File: config.mk
export PLATFORM = sky130hd
export DESIGN_NAME = lockstep_fifo_array
export DESIGN_NICKNAME = d
export VERILOG_FILES = /design/src/rtl/lockstep_fifo_array.sv
export SDC_FILE = /design/constraint.sdc
export NUM_CORES = 1
export LEC_CHECK = 0
export ABC_AREA = 1
export CAP_MARGIN = 0
export CELL_PAD_IN_SITES_DETAIL_PLACEMENT = 1
export CELL_PAD_IN_SITES_GLOBAL_PLACEMENT = 1
export CORE_ASPECT_RATIO = 0.6
export CORE_MARGIN = 10
export CORE_UTILIZATION = 48
export CTS_CLUSTER_SIZE = 16
export DETAILED_ROUTE_END_ITERATION = 16
export PLACE_DENSITY_LB_ADDON = 0.12
export SLEW_MARGIN = 20
export SYNTH_ARGS = -nofsm -noshare
export SYNTH_HDL_FRONTEND = slang
export SYNTH_SLANG_ARGS = --single-unit
File: constraint.sdc
create_clock -name clk -period 2.7 [get_ports clk]
set_input_delay 0.675 -clock clk [delete_from_list [all_inputs] [get_ports clk]]
set_output_delay 0.675 -clock clk [all_outputs]
set_load 0.01 [all_outputs]
File: src/rtl/lockstep_fifo_array.sv
// lockstep_fifo_array: NUM_CH-way replicated FIFO with shared pointers, per-pop
// cross-channel compare, optional bitwise majority vote and fault injection.
module lockstep_fifo_array #(
  parameter int DATA_WIDTH = 8,
  parameter int DEPTH      = 8,
  parameter int NUM_CH     = 3,
  parameter int VOTE       = 1
) (
  input  logic                       clk,
  input  logic                       rst_n,
  input  logic                       wr_en,
  input  logic [DATA_WIDTH-1:0]      wr_data,
  output logic                       wr_ready,
  input  logic                       rd_en,
  output logic [DATA_WIDTH-1:0]      rd_data,
  output logic                       rd_valid,
  output logic [$clog2(DEPTH):0]     count,
  input  logic [NUM_CH-1:0]          inj_sel,
  input  logic [DATA_WIDTH-1:0]      inj_mask,
  input  logic                       err_clr,
  output logic                       mismatch,
  output logic [NUM_CH-1:0]          mismatch_ch,
  output logic                       err_sticky
);
  localparam int AW = $clog2(DEPTH);
  logic [DATA_WIDTH-1:0] mem_q [NUM_CH][DEPTH];
  logic [DATA_WIDTH-1:0] head [NUM_CH];
  logic [DATA_WIDTH-1:0] vote;
  logic [3:0]            ones;
  logic [AW-1:0]         wr_ptr_q, wr_ptr_d, rd_ptr_q, rd_ptr_d;
  logic [AW:0]           count_q, count_d;
  logic                  mismatch_q, mismatch_d, err_q, err_d;
  logic [NUM_CH-1:0]     mismatch_ch_q, mismatch_ch_d;
  logic                  wr_acc, rd_acc;

  for (genvar i = 0; i < NUM_CH; i++) begin : g_head
    assign head[i] = mem_q[i][rd_ptr_q];
  end

  assign wr_ready    = count_q != (AW+1)'(DEPTH);
  assign rd_valid    = count_q != '0;
  assign wr_acc      = wr_en && wr_ready;
  assign rd_acc      = rd_en && rd_valid;
  assign rd_data     = rd_valid ? vote : '0;
  assign count       = count_q;
  assign mismatch    = mismatch_q;
  assign mismatch_ch = mismatch_ch_q;
  assign err_sticky  = err_q;

  // Exact ties (even NUM_CH) defer to channel 0.
  always_comb begin
    vote = head[0];
    ones = '0;
    for (int b = 0; b < DATA_WIDTH; b++) begin
      ones = '0;
      for (int i = 0; i < NUM_CH; i++) ones = ones + 4'(head[i][b]);
      if (VOTE != 0 && NUM_CH >= 3)
        vote[b] = ({ones, 1'b0} > 5'(NUM_CH)) ? 1'b1 :
                  ({ones, 1'b0} == 5'(NUM_CH)) ? head[0][b] : 1'b0;
    end
  end

  always_comb begin
    wr_ptr_d      = wr_acc ? wr_ptr_q + 1'b1 : wr_ptr_q;
    rd_ptr_d      = rd_acc ? rd_ptr_q + 1'b1 : rd_ptr_q;
    count_d       = count_q + (AW+1)'(wr_acc) - (AW+1)'(rd_acc);
    mismatch_ch_d = mismatch_ch_q;
    for (int i = 0; i < NUM_CH; i++)
      mismatch_ch_d[i] = rd_acc ? (head[i] != rd_data) : mismatch_ch_q[i];
    mismatch_d    = rd_acc && (mismatch_ch_d != '0);
    err_d         = mismatch_d || (err_q && !err_clr);
  end

  always_ff @(posedge clk or negedge rst_n) begin
    if (!rst_n) begin
      wr_ptr_q      <= '0;
      rd_ptr_q      <= '0;
      count_q       <= '0;
      mismatch_q    <= 1'b0;
      mismatch_ch_q <= '0;
      err_q         <= 1'b0;
    end else begin
      wr_ptr_q      <= wr_ptr_d;
      rd_ptr_q      <= rd_ptr_d;
      count_q       <= count_d;
      mismatch_q    <= mismatch_d;
      mismatch_ch_q <= mismatch_ch_d;
      err_q         <= err_d;
    end
  end

  always_ff @(posedge clk) begin
    if (wr_acc)
      for (int i = 0; i < NUM_CH; i++)
        mem_q[i][wr_ptr_q] <= wr_data ^ (inj_sel[i] ? inj_mask : '0);
  end
endmodule

# == Word level (Yosys, flattened, before mapping) ==
# Memory sizes are Yosys's and may differ from the RTL's.
# Index checks and enable logic that the tools add are counted.
# word_totals
out_inout_bits,19
input_bits,24
reg_bits,15
n_memories,1
word_cells,84
mem_bits_rw,192
# classes
order_cmp,11
n_mux,28
eq_ne,4
addsub,20
bitwise,5
n_reduce_logical,9
# mem_list
memory,depth,width,read_ports,rd_ports_with_merged_regs,wr,line_no,rtl
mem_q,3,64,3,0,3,26,logic [DATA_WIDTH-1:0] mem_q [NUM_CH][DEPTH];
# ops
cell,n
2-to-1 mux 8 bit,11
binary-select mux 8 bit (select 3 bit),3
2-to-1 mux 64 bit,1
"greater-than comparator 4 x 2 -> 1 bit, second input constant",8
adder 2 x 1 -> 3 bit,8
demux 8 bit (select 3 bit),1
!= test 8 bit,3
XOR 8 bit,3
adder 1 x 1 -> 2 bit,8
2-to-1 mux 1 bit,12
">= comparator 4 bit, second input constant",2
NOT 3 -> 4 bit,2
"adder 3 x 1 -> 3 bit, second input constant",2
logical AND 1 bit,5
adder 4 x 1 -> 4 bit,1
"less-than comparator 4 x 1 -> 1 bit, second input constant",1
"!= test 4 bit, second input constant",1
nonzero test 4 bit,1
subtractor 4 x 1 -> 4 bit,1
nonzero test 3 bit,1
zero test 1 bit,1
logical OR 1 bit,1

# == Logic depth before layout (Yosys ltp) ==
# depth
ltp_word,14
depth_mapped,22
mapped_depth_nobuf,20

# == Worst setup path before layout ==
# OpenSTA, ideal clock, no wires.
# synth_timing
path_kind,flip-flop to flip-flop
from,"reg count_q[2], in the netlist count[2]"
to,mem mem_q[0][104] (netlist name) (enable)
path_buffers,0
t_arrival_ps,2254
required_time_ps,2295
setup_ps,405
stages_incl_launch_ff,7
slack_ps,41
period_less_slack_ps,2659
cell_sequence,dfrtp_1 > inv_1 > ha_1 > nand3_1 > nand2_1 > or2_2 > nor2_1
# synth_rtl
element,line_no,rtl
start: declaration,31,"logic [AW:0] count_q, count_d;"
start signal: assignment,85,count_q <= count_d;
end: declaration,26,

# == Worst setup path in the final report ==
# layout_timing
from,reg rd_ptr_q[0]
to,out rd_data[0]
# layout_between
elab_chain_len,9
elab_cells_between_ends,15
cone_classes,add/sub: 2; order compare: 1; mux: 11; bitwise: 1
# layout_lines
element,line_no,rtl
start: declaration,30,"logic [AW-1:0] wr_ptr_q, wr_ptr_d, rd_ptr_q, rd_ptr_d;"
start signal: assignment,84,rd_ptr_q <= rd_ptr_d;
NOT 3 -> 4 bit (implied by the code) (*),37,assign head[i] = mem_q[i][rd_ptr_q];
binary-select mux 8 bit (select 3 bit),37,
2-to-1 mux 8 bit (implied by the code) (2 in a row),37,
adder 1 x 1 -> 2 bit,56,for (int i = 0; i < NUM_CH; i++) ones = ones + 4'(head[i][b]);
adder 2 x 1 -> 3 bit (*),56,
greater-than comparator 4 x 2 -> 1 bit (*),58,"vote[b] = ({ones, 1'b0} > 5'(NUM_CH)) ? 1'b1 :"
2-to-1 mux 1 bit (*),58,
2-to-1 mux 8 bit (*),44,assign rd_data = rd_valid ? vote : '0;
end: declaration,15,"output logic [DATA_WIDTH-1:0] rd_data,"
# Mark *: on every way between the ends. The rest lies on a longest branch, timed or not. The select of a mux whose other input is x is not followed.

==> impl_results.md <==
* Register Area at 0.00614 mm^2
* Core Area at between 0.015 and 0.02 mm^2
* Vias in the first global route at between 8,000 and 9,000
* Outcome: finished, violations left
* Detailed Routing Iterations Pass 1 at 5
* Cell area after synthesis at 0.00972 mm^2
* Net Sw Frac at 43.1%
* Max-cap violations at 0
* Crit path DAT at 2760 ps
* P_int at 0.0107 W
* All-Layer GR Usage at 23.6%
* Crit-path max cell delay at 510 ps
* Worst hold-check path type: flop to flop
* Tmin final at 3430 ps
* Sequential Power Share at 23.1%
* Post-synthesis sequential area ratio at a little over three fifths
* IO Port Bufs at 42
* Synth Net Count at ~980
* Routed len/inst at 23.2 um
* Hold_buf cts at 0
* Later-pin clock latency in the skew report at approximately 510 ps
* Fraction of registers with async set/reset at 7.25%
* Failing checks: negative setup slack
* Initial antenna violation count at 1
* WP buf/inv at 6
* GRT overflow at 0
* Via count at slightly below 8,000
* Worst vdd ir at 0.000969 V
* Largest fanout on the critical path at 13
* Family with the most delay on the worst path: buffers and inverters
* Final WL at 32.4 mm
* FILL cells at 2,083
* Flops & latches, synth at 207
* YS warnings at 0
* DRC at 0
* Fmax at 0.291 GHz
* Most frequent cells in the layout: 199 x nand2_1, 192 x edfxtp_1, 121 x buf_4
* Worst Slack Setup Final at -734 ps
* Ports at 43
* Core Util, Final at 63.5%
* Required @ worst endpoint at 2030 ps
* Num rows at 40
* CP dominant cell by count: nand2_2
* Die W at 204 um
* Worst setup EP type: output port
* Number of synthesized flops with an enable pin at 192
* Clk pwr share at 14.2%
* Final clock skew at 9.96 ps
* Pwr/cell area at approximately 1500 mW/mm^2
* H-tree Lvls at 1
* Multi-input gate area at 0.00321 mm^2
* Die area at 0.0265 mm^2
* Syn_area_per_cell at 10.4 um^2
* Setup TNS at -6500 ps
* Commonest non-fill, non-tap cell in the layout: nand2_1
* Period Utilization, post-route at 127%
* CTS Root Cell: clkbuf_16
* Post-DP HPWL at between 15 and 20 mm
* Drt first-iter violations at slightly below 600
* Clock transition at the registers of the reported paths at 60 ps
* First-pass GRT wire length at 47.5 mm
* Clock sinks at 207
* Longest Clk Path Bufs at 3
* Via density per instance at around 5.5
* Least-Margin Pin Slew at just under 900 ps
* Final hold violations at 0
* Crit path max-delay cell type: dfrtp_2
* Setup crit start kind: flop
* CTS buffer count at 20
* Maximum number of pins on one net before global-route repair at 29
* Final Setup Violations at 13
* Placer Congestion at around 0.84
* Antenna Nets Post-Route at 0
* Leakage dissipation at about 5.2 nW
* Comb power frac at 62.7%
* Main synth FF type: edfxtp_1
* Count of different cell masters after synthesis at 31
* Crit path cell chain: inv_4, buf_12, buf_4, o21ai_2, o22ai_1, o21ai_1, inv_2, ha_4, nand3_1, nand2_2, nand2_2, inv_1, buf_6
* # diodes at 0
* Net Switching at 0.00811 W
* Synth Instances at 935
* Relative slew slack at 40.9%
* RSZ-0062 raised after global routing: yes
* Starting Density at 48.7%
* Net count reported at finish at 1,153
* Layout Area Growth over Synthesis at 30.5%
* CTS tree: yes
* Die Span Y at 130 um
* WS Path Type: flop to output port
* Layout cells sized above 1 at 28.5%
* Fin. max-slew vios at 0
logic make-up (layout without fill, tap and decap cells):
| group | count (synthesis) | after routing | synth area share, % |
|---|---|---|---|
| simple gates | 428 | 428 | 18.8 |
| xor+xnor | 29 | 29 | 2.61 |
| flops | 207 | 207 | 63.2 |
| buf+inv | 149 | 337 | 7.24 |
| fa+ha+maj | 17 | 17 | 2.27 |
| compound gates | 105 | 105 | 5.87 |
through the flow:
step                instance area [um^2]  hold WS (ps)  power [W]  setup WS, ps  std cells
floorplan                           9720           379    0.00917          41.2        935
global placement                   11300           466     0.0132          -457       1325
detailed placement                 11300           485     0.0137          -580       1325
CTS                                12300           499     0.0175          -620       1383
global route                       12700           530     0.0199          -841       1396
finish                             12700           506     0.0188          -734       1396
timing repair:
item                                    CTS  global route
gates cloned                              4             2
gates resized for setup                 104            83
pin swaps                                25            26
endpoints found under the setup margin   14            13
setup buffers                            22            12
routing by layer:
layer	track usage [%]	up-vias	wire length [um]	part of all wire, %
met5	0	-	12	0.037
met4	7.82	2	901	2.8
met2	39.0	250	15200	47
li1	-	3443	-	-
met3	4.38	69	2170	6.7
met1	30.9	3936	14100	43
cell type report:
class | instances | area share (%)
sequential | 207 | 48.5
multi-input combinational | 579 | 25.3
timing repair buffer | 198 | 15.6
clock buffer | 20 | 3.95
inverter | 106 | 3.18
tap | 273 | 2.69
clock inverter | 13 | 0.809
Yosys cell counts (2+ instances only):
| cell | count | area share [%] |
|---|---|---|
| buf_1 | 2 | 0.077 |
| buf_2 | 13 | 0.67 |
| buf_4 | 6 | 0.46 |
| buf_6 | 14 | 1.6 |
| clkbuf_1 | 8 | 0.31 |
| dfrtp_1 | 15 | 3.9 |
| edfxtp_1 | 192 | 59 |
| ha_1 | 16 | 2.1 |
| inv_1 | 100 | 3.9 |
| inv_2 | 5 | 0.19 |
| nand2_1 | 211 | 8.2 |
| nand2_2 | 17 | 1.1 |
| nand3_1 | 52 | 2.7 |
| nand3_2 | 13 | 1.3 |
| nand3b_1 | 6 | 0.46 |
| nand4_1 | 2 | 0.13 |
| nor2_1 | 125 | 4.8 |
| o211ai_1 | 7 | 0.54 |
| o21ai_0 | 61 | 3.1 |
| o21ai_1 | 23 | 1.2 |
| o21ai_2 | 4 | 0.36 |
| o22ai_1 | 7 | 0.45 |
| xnor2_1 | 2 | 0.18 |
| xor2_1 | 27 | 2.4 |
worst reg2reg max path, stage by stage, from the launching register on:
cell and delay [ps]:
dfrtp_2 510, inv_4 100, buf_12 170, buf_4 180
o21ai_2 120, o22ai_1 90, o21ai_1 270, inv_2 100
ha_4 280, nand3_1 110, nand2_2 100, nand2_2 70
buf_4 150, nand2_1 70, nand2_1 80, clkinv_1 80
nand2_2 70, nor2_4 150, nand2_2 80, nor2_2 80
nand2_1 70, nand2_2 70, nand2_1 50
power groups by stage:
stage / Combinational [W] / Sequential, W / Clock, W
2_1_floorplan: 0.00485 / 0.00432 / 0
3_3_place_gp: 0.00884 / 0.00433 / 0
3_5_place_dp: 0.00931 / 0.00438 / 0
4_1_cts: 0.0105 / 0.00432 / 0.00269
5_1_grt: 0.0126 / 0.00439 / 0.00285
6_report: 0.0118 / 0.00435 / 0.00268
state kept, by name, summed over array words and instances, names as in the netlist:
register and cells:
mismatch_ch 3, rd_ptr_q 3, count 4, err_sticky 1
wr_ptr_q 3, mismatch 1, mem_q 192
final timing paths:
kind	startpoint	end	slack (ps)	cells after the start
max	rd_ptr_q[0]	rd_data[0]	-730	13
min	mismatch_ch[2]	mismatch_ch[2]	510	1
max reg2reg	rd_ptr_q[0]	err_sticky	-450	22
min reg2reg	mismatch_ch[2]	mismatch_ch[2]	510	1
max in group asynchronous	rst_n	rd_ptr_q[1]	1420	1
min in group asynchronous	rst_n	err_sticky	670	1
Power figures use the tool's default switching activity.
